--- src/rtl/mux_rr_sched.sv ---
// rtl/mux_rr_sched.sv - round-robin scheduler driving a 4:1 mux select with valid/ready and per-channel ack
// Optional multi-beat grants are compiled in with SCHED_BURST_EN.
module mux_rr_sched #(
    parameter int BURST_LEN = 4
) (
    input  logic       clk,
    input  logic       rst,
    input  logic [3:0] req,
    input  logic       out_ready,
    output logic [1:0] sel,
    output logic [3:0] grant,
    output logic       out_valid,
    output logic [3:0] ack
);

    typedef enum logic {IDLE, GRANT} state_t;

`ifdef SCHED_BURST_EN
    localparam int MAX_BEATS = BURST_LEN;
`else
    // single-beat grants; BURST_LEN/BURST_LEN keeps the parameter referenced and evaluates to 1
    localparam int MAX_BEATS = BURST_LEN / BURST_LEN;
`endif

    state_t     state;
    state_t     next_state;
    logic [1:0] ptr;
    logic [1:0] next_ptr;
    logic [1:0] next_sel;
    logic [3:0] next_grant;
    logic [3:0] beat_cnt;
    logic [3:0] next_cnt;
    logic       accept;
    logic       burst_cont;

    // {found, index}: first set bit of r at or above base, wrapping 3 -> 0
    function automatic logic [2:0] rr_pick(input logic [3:0] r, input logic [1:0] base);
        logic [2:0] result;
        logic [1:0] cand;
        result = {1'b0, base};
        for (int i = 3; i >= 0; i--) begin
            cand = base + 2'(i);
            if (r[cand]) begin
                result = {1'b1, cand};
            end
        end
        return result;
    endfunction

    assign burst_cont = ({1'b0, beat_cnt} + 5'd1) < 5'(MAX_BEATS);

    always_ff @(posedge clk or posedge rst) begin
        if (rst) begin
            state    <= IDLE;
            sel      <= 2'd0;
            grant    <= 4'd0;
            ptr      <= 2'd0;
            beat_cnt <= 4'd0;
        end else begin
            state    <= next_state;
            sel      <= next_sel;
            grant    <= next_grant;
            ptr      <= next_ptr;
            beat_cnt <= next_cnt;
        end
    end

    always_comb begin
        logic [2:0] pick;
        logic       do_arb;
        logic [3:0] arb_req;
        logic [1:0] arb_base;
        next_state = state;
        next_sel   = sel;
        next_grant = grant;
        next_ptr   = ptr;
        next_cnt   = beat_cnt;
        do_arb     = 1'b0;
        arb_req    = req;
        arb_base   = ptr;
        case (state)
            IDLE: begin
                do_arb = |req;
            end
            GRANT: begin
                if (accept) begin
                    next_ptr = sel + 2'd1;
                    if (burst_cont) begin
                        next_cnt = beat_cnt + 4'd1;
                    end else begin
                        do_arb   = 1'b1;
                        arb_req  = req & ~grant;
                        arb_base = sel + 2'd1;
                    end
                end else if (!req[sel]) begin
                    // early burst end or a requester dropping before its first beat
                    do_arb  = 1'b1;
                    arb_req = req & ~grant;
                end
            end
            default: begin
                next_state = IDLE;
            end
        endcase
        pick = rr_pick(arb_req, arb_base);
        if (do_arb) begin
            next_cnt = 4'd0;
            if (pick[2]) begin
                next_state = GRANT;
                next_sel   = pick[1:0];
                next_grant = 4'b0001 << pick[1:0];
            end else begin
                next_state = IDLE;
                next_grant = 4'd0;
            end
        end
    end

    always_comb begin
        out_valid = (state == GRANT) && req[sel];
        accept    = out_valid && out_ready;
        ack       = accept ? grant : 4'd0;
    end

endmodule

--- config.mk ---
export PLATFORM = sky130hd
export DESIGN_NAME = mux_rr_sched
export DESIGN_NICKNAME = d
export VERILOG_FILES = /design/src/rtl/mux_rr_sched.sv
export SDC_FILE = /design/constraint.sdc
export NUM_CORES = 1
export LEC_CHECK = 0
export ABC_AREA = 1
export CORE_MARGIN = 2
export CORE_UTILIZATION = 45
export DETAILED_ROUTE_END_ITERATION = 12
export PLACE_DENSITY = 0.79
export SLEW_MARGIN = 20
export SYNTH_ARGS = -nofsm -noshare
export SYNTH_HDL_FRONTEND = slang
export SYNTH_SLANG_ARGS = --single-unit
--- constraint.sdc ---
create_clock -name clk -period 2.87 [get_ports clk]
set_input_delay 0.287 -clock clk [delete_from_list [all_inputs] [get_ports clk]]
set_output_delay 0.287 -clock clk [all_outputs]
set_load 0.02 [all_outputs]
==> out/summary.txt <==
GRT
--------------------------------------------------------------------------------
Total congestion overflow after global routing                                 0
Number of antenna violations at the first check in global routing              0
Maximum number of pins on one net before global-route repair                  14
First-pass GRT wire length                                               4280 µm
Number of global-route vias before repair                                   1012
Total GRT Usage                                                            0.168

PLACE
--------------------------------------------------------------------------------
Worst slack at placement                                                0.254 ns
Final estimated routing congestion in global placement                     0.850
IO buf count                                                                  17
Detailed placement HPWL                                                  1950 µm

CTS
--------------------------------------------------------------------------------
Clock Tree Root                                                     sky130_fd_sc_hd__clkbuf_4
Number of H-tree branching levels                                              1
Clock transition at the registers of the reported paths                  0.08 ns
Clock Path Buffers                                                             2
Number of cells upsized or downsized after cts                                 0
Count of hold buffers inserted by post-cts repair                              0
Number of buffers created by CTS                                               3
Clock sinks                                                                   13
Number of buffers inserted to repair setup after CTS                           0
Latest clock arrival within the worst-skew pair                          0.27 ns
Clock tree from TritonCTS                                                   done

SYNTHESIS
--------------------------------------------------------------------------------
Average size of a mapped cell                                           6.70 µm²
Share of the synthesized area in compound gates (AO/OA/AOI/OAI)           0.0493
Synth Area in XOR/XNOR                                                   0.00735
Post-synthesis adder-cell area fraction                                   0.0105
Post-synthesis instance area                                            1190 µm²
Fraction of the yosys area taken by sequential cells                       0.273
Portion of netlist area occupied by mux cells                                  0
Yosys Warn Count                                                               0
Largest family of logic cells by synthesized area                   simple AND/OR/NAND/NOR gates
Flip-flop and latch count after synthesis                                     13
Syn Inst Count                                                               178
Simple-gate share of the synthesized area                                  0.529
Post-synth cell types                                                         22
Synthesized net count                                                        186

WORST SETUP PATH
--------------------------------------------------------------------------------
R2R setup slack                                                          0.48 ns
Crit path max fanout                                                          11
R2r worst-path depth                                                          19
Reg-to-reg endpoint                                                     grant[1]
Kind of capture point of the worst setup path                       primary output
Signal arrival time at the worst endpoint                                2.23 ns
Worst Setup EP                                                            ack[2]
Crit path launch type                                                       flop
Worst setup path category                                           flop to primary output
Required time worst endpoint                                             2.58 ns
Startpoint of the most critical register-to-register path                 sel[0]
Launch point of the critical path                                         sel[0]

ROUTE
--------------------------------------------------------------------------------
Routed len/inst                                                          10.5 µm
First-pass detailed-route iteration total                                      5
Final WL                                                                 2390 µm
Vias after detailed routing                                                 1068
Routed via count divided by cell count                                      4.70
Antenna-violating nets left                                                    0
Iteration-0 DRC count of the detailed router                                  27
DRC viols                                                                      0

FLOW RUN
--------------------------------------------------------------------------------
Max-capacitance violation count                                                0

CELLS AND AREA
--------------------------------------------------------------------------------
Highest-count cells in the layout ignoring fill and taps            sky130_fd_sc_hd__nand2_1, sky130_fd_sc_hd__inv_1, sky130_fd_sc_hd__nand2_2, sky130_fd_sc_hd__clkdlybuf4s50_1, sky130_fd_sc_hd__dfrtp_1
Number of nets in the layout                                                 206
Antenna diode count                                                            0
FF/Latch Area                                                            325 µm²
Finished Core Util                                                         0.562
Most common library cell in the layout ignoring fill and taps       sky130_fd_sc_hd__nand2_1
Fraction of final layout cells sized beyond drive strength 1               0.249
Layout-stage area growth over the synthesis result                         17.8%
Filler cells                                                                 246
Total area of multi-input combinational cells                            711 µm²

STA
--------------------------------------------------------------------------------
Count of endpoints failing setup in the final report                           0
Clock Skew                                                            0.00264 ns
Summed negative setup slack over all endpoints                              0 ns
Final worst setup slack                                                 0.357 ns
Number of slew-limit violations in the final report                            0
Final hold violation count                                                     0
Relative slew margins                                                      0.671
Setup repair after global routing missed its margin                        false
Highest clock frequency the design can meet                              398 MHz
Final Critical Period                                                    2.51 ns
Worst hold margin                                                       0.328 ns
Slew of the pin with the lowest slew margin                             0.493 ns
Part of the cycle the worst path needs                                     0.876

FLOORPLANNING
--------------------------------------------------------------------------------
Number of top-level pins                                                      18
Initial Utilization                                                        0.477
Area inside the core boundary                                           2500 µm²
DIE AREA                                                                3080 µm²
Vertical extent of the die                                               55.5 µm
Width of the chip                                                        55.5 µm
Row cnt                                                                       18

POWER
--------------------------------------------------------------------------------
Largest voltage drop on the vdd net                                     0.945 mV
Cell area power density                                              1360 nW/µm²
Leakage component of the power                                          0.770 nW

WORST HOLD PATH
--------------------------------------------------------------------------------
Class of the tightest hold or removal check                         input pin to asynchronous set/reset pin

OUTCOME
--------------------------------------------------------------------------------
Status                                                                 completed

## sequential cells by signal (all words and copies together), names as in the netlist
signal and count:
ptr 2, sel 2, state 1, grant 4, beat_cnt 4
## through the flow
step                total power, mW  cells  cell area, µm²
floorplan                      1.50    178            1190
finish                         1.91    227            1410
global placement               1.78    223            1380
detailed placement             1.80    223            1380
CTS                            1.92    227            1410
global route                   2.11    227            1410
## routing by layer
metal  up-vias  part of all wire  track usage
met5         -                 0            0
met4         0                 0       0.0105
met3         0             0.032       0.0281
met2        20              0.48        0.293
met1       476              0.49        0.227
li1        572                 -            -
## power breakdown
group	internal (mW)	switching, mW	total, mW
sequential	0.247	0.0758	0.323
clock	0.0515	0.0613	0.113
combinational	0.530	0.945	1.47
## cell usage after synthesis
library cell / instances / share of area
sky130_fd_sc_hd__a21oi_1: 2 / 0.0084
sky130_fd_sc_hd__dfrtp_1: 13 / 0.27
sky130_fd_sc_hd__a21oi_2: 2 / 0.015
sky130_fd_sc_hd__inv_4: 1 / 0.0052
sky130_fd_sc_hd__inv_2: 3 / 0.0094
sky130_fd_sc_hd__nand3_2: 10 / 0.084
sky130_fd_sc_hd__ha_1: 1 / 0.010
sky130_fd_sc_hd__nor2_2: 2 / 0.010
sky130_fd_sc_hd__nand2_4: 6 / 0.057
sky130_fd_sc_hd__buf_6: 2 / 0.019
sky130_fd_sc_hd__nand2_2: 17 / 0.089
sky130_fd_sc_hd__nor2_4: 3 / 0.028
sky130_fd_sc_hd__nand2_1: 61 / 0.19
sky130_fd_sc_hd__o21a_1: 1 / 0.0063
sky130_fd_sc_hd__o21ai_1: 1 / 0.0042
sky130_fd_sc_hd__nand3_1: 9 / 0.038
sky130_fd_sc_hd__nor2_1: 8 / 0.025
sky130_fd_sc_hd__o21ai_0: 2 / 0.0084
sky130_fd_sc_hd__nand4_1: 1 / 0.0052
sky130_fd_sc_hd__inv_1: 31 / 0.098
sky130_fd_sc_hd__xor2_1: 1 / 0.0073
sky130_fd_sc_hd__o21ai_2: 1 / 0.0073
## final cells by class
class,instances,area share
flip-flops and latches,13,0.232
inverters,35,0.0953
repair buffers,17,0.121
multi-input cells,128,0.506
clock inverters,1,0.00356
clock buffers,3,0.0160
well taps,30,0.0267
## worst min path at each step
stage | from | to | cells past startpoint
6_report | rst | grant[2] | 2
5_1_grt | rst | sel[0] | 2
4_1_cts | rst | grant[0] | 2
3_5_place_dp | beat_cnt[3] | beat_cnt[3] | 2
3_3_place_gp | beat_cnt[3] | beat_cnt[3] | 2
2_1_floorplan | rst | beat_cnt[0] | 1
## critical path, stage by stage (launching register included)
cell and delay (ns):
sky130_fd_sc_hd__dfrtp_1 0.55, sky130_fd_sc_hd__inv_4 0.07, sky130_fd_sc_hd__nand2_1 0.08, sky130_fd_sc_hd__nand3_2 0.08, sky130_fd_sc_hd__nand2_2 0.09, sky130_fd_sc_hd__nand3_2 0.26
sky130_fd_sc_hd__nor2_1 0.19, sky130_fd_sc_hd__clkdlybuf4s50_1 0.62
## logic make-up (layout without fill, tap and decap cells)
| logic type | count (synthesis) | count (layout) |
|---|---|---|
| buffers and inverters | 37 | 56 |
| AND/OR/NAND/NOR | 117 | 117 |
| flip-flops | 13 | 13 |
| adder cells (fa/ha/maj) | 1 | 1 |
| XOR/XNOR | 1 | 1 |
| AO/OA/AOI/OAI | 9 | 9 |
(Power assumes the default switching activity.)
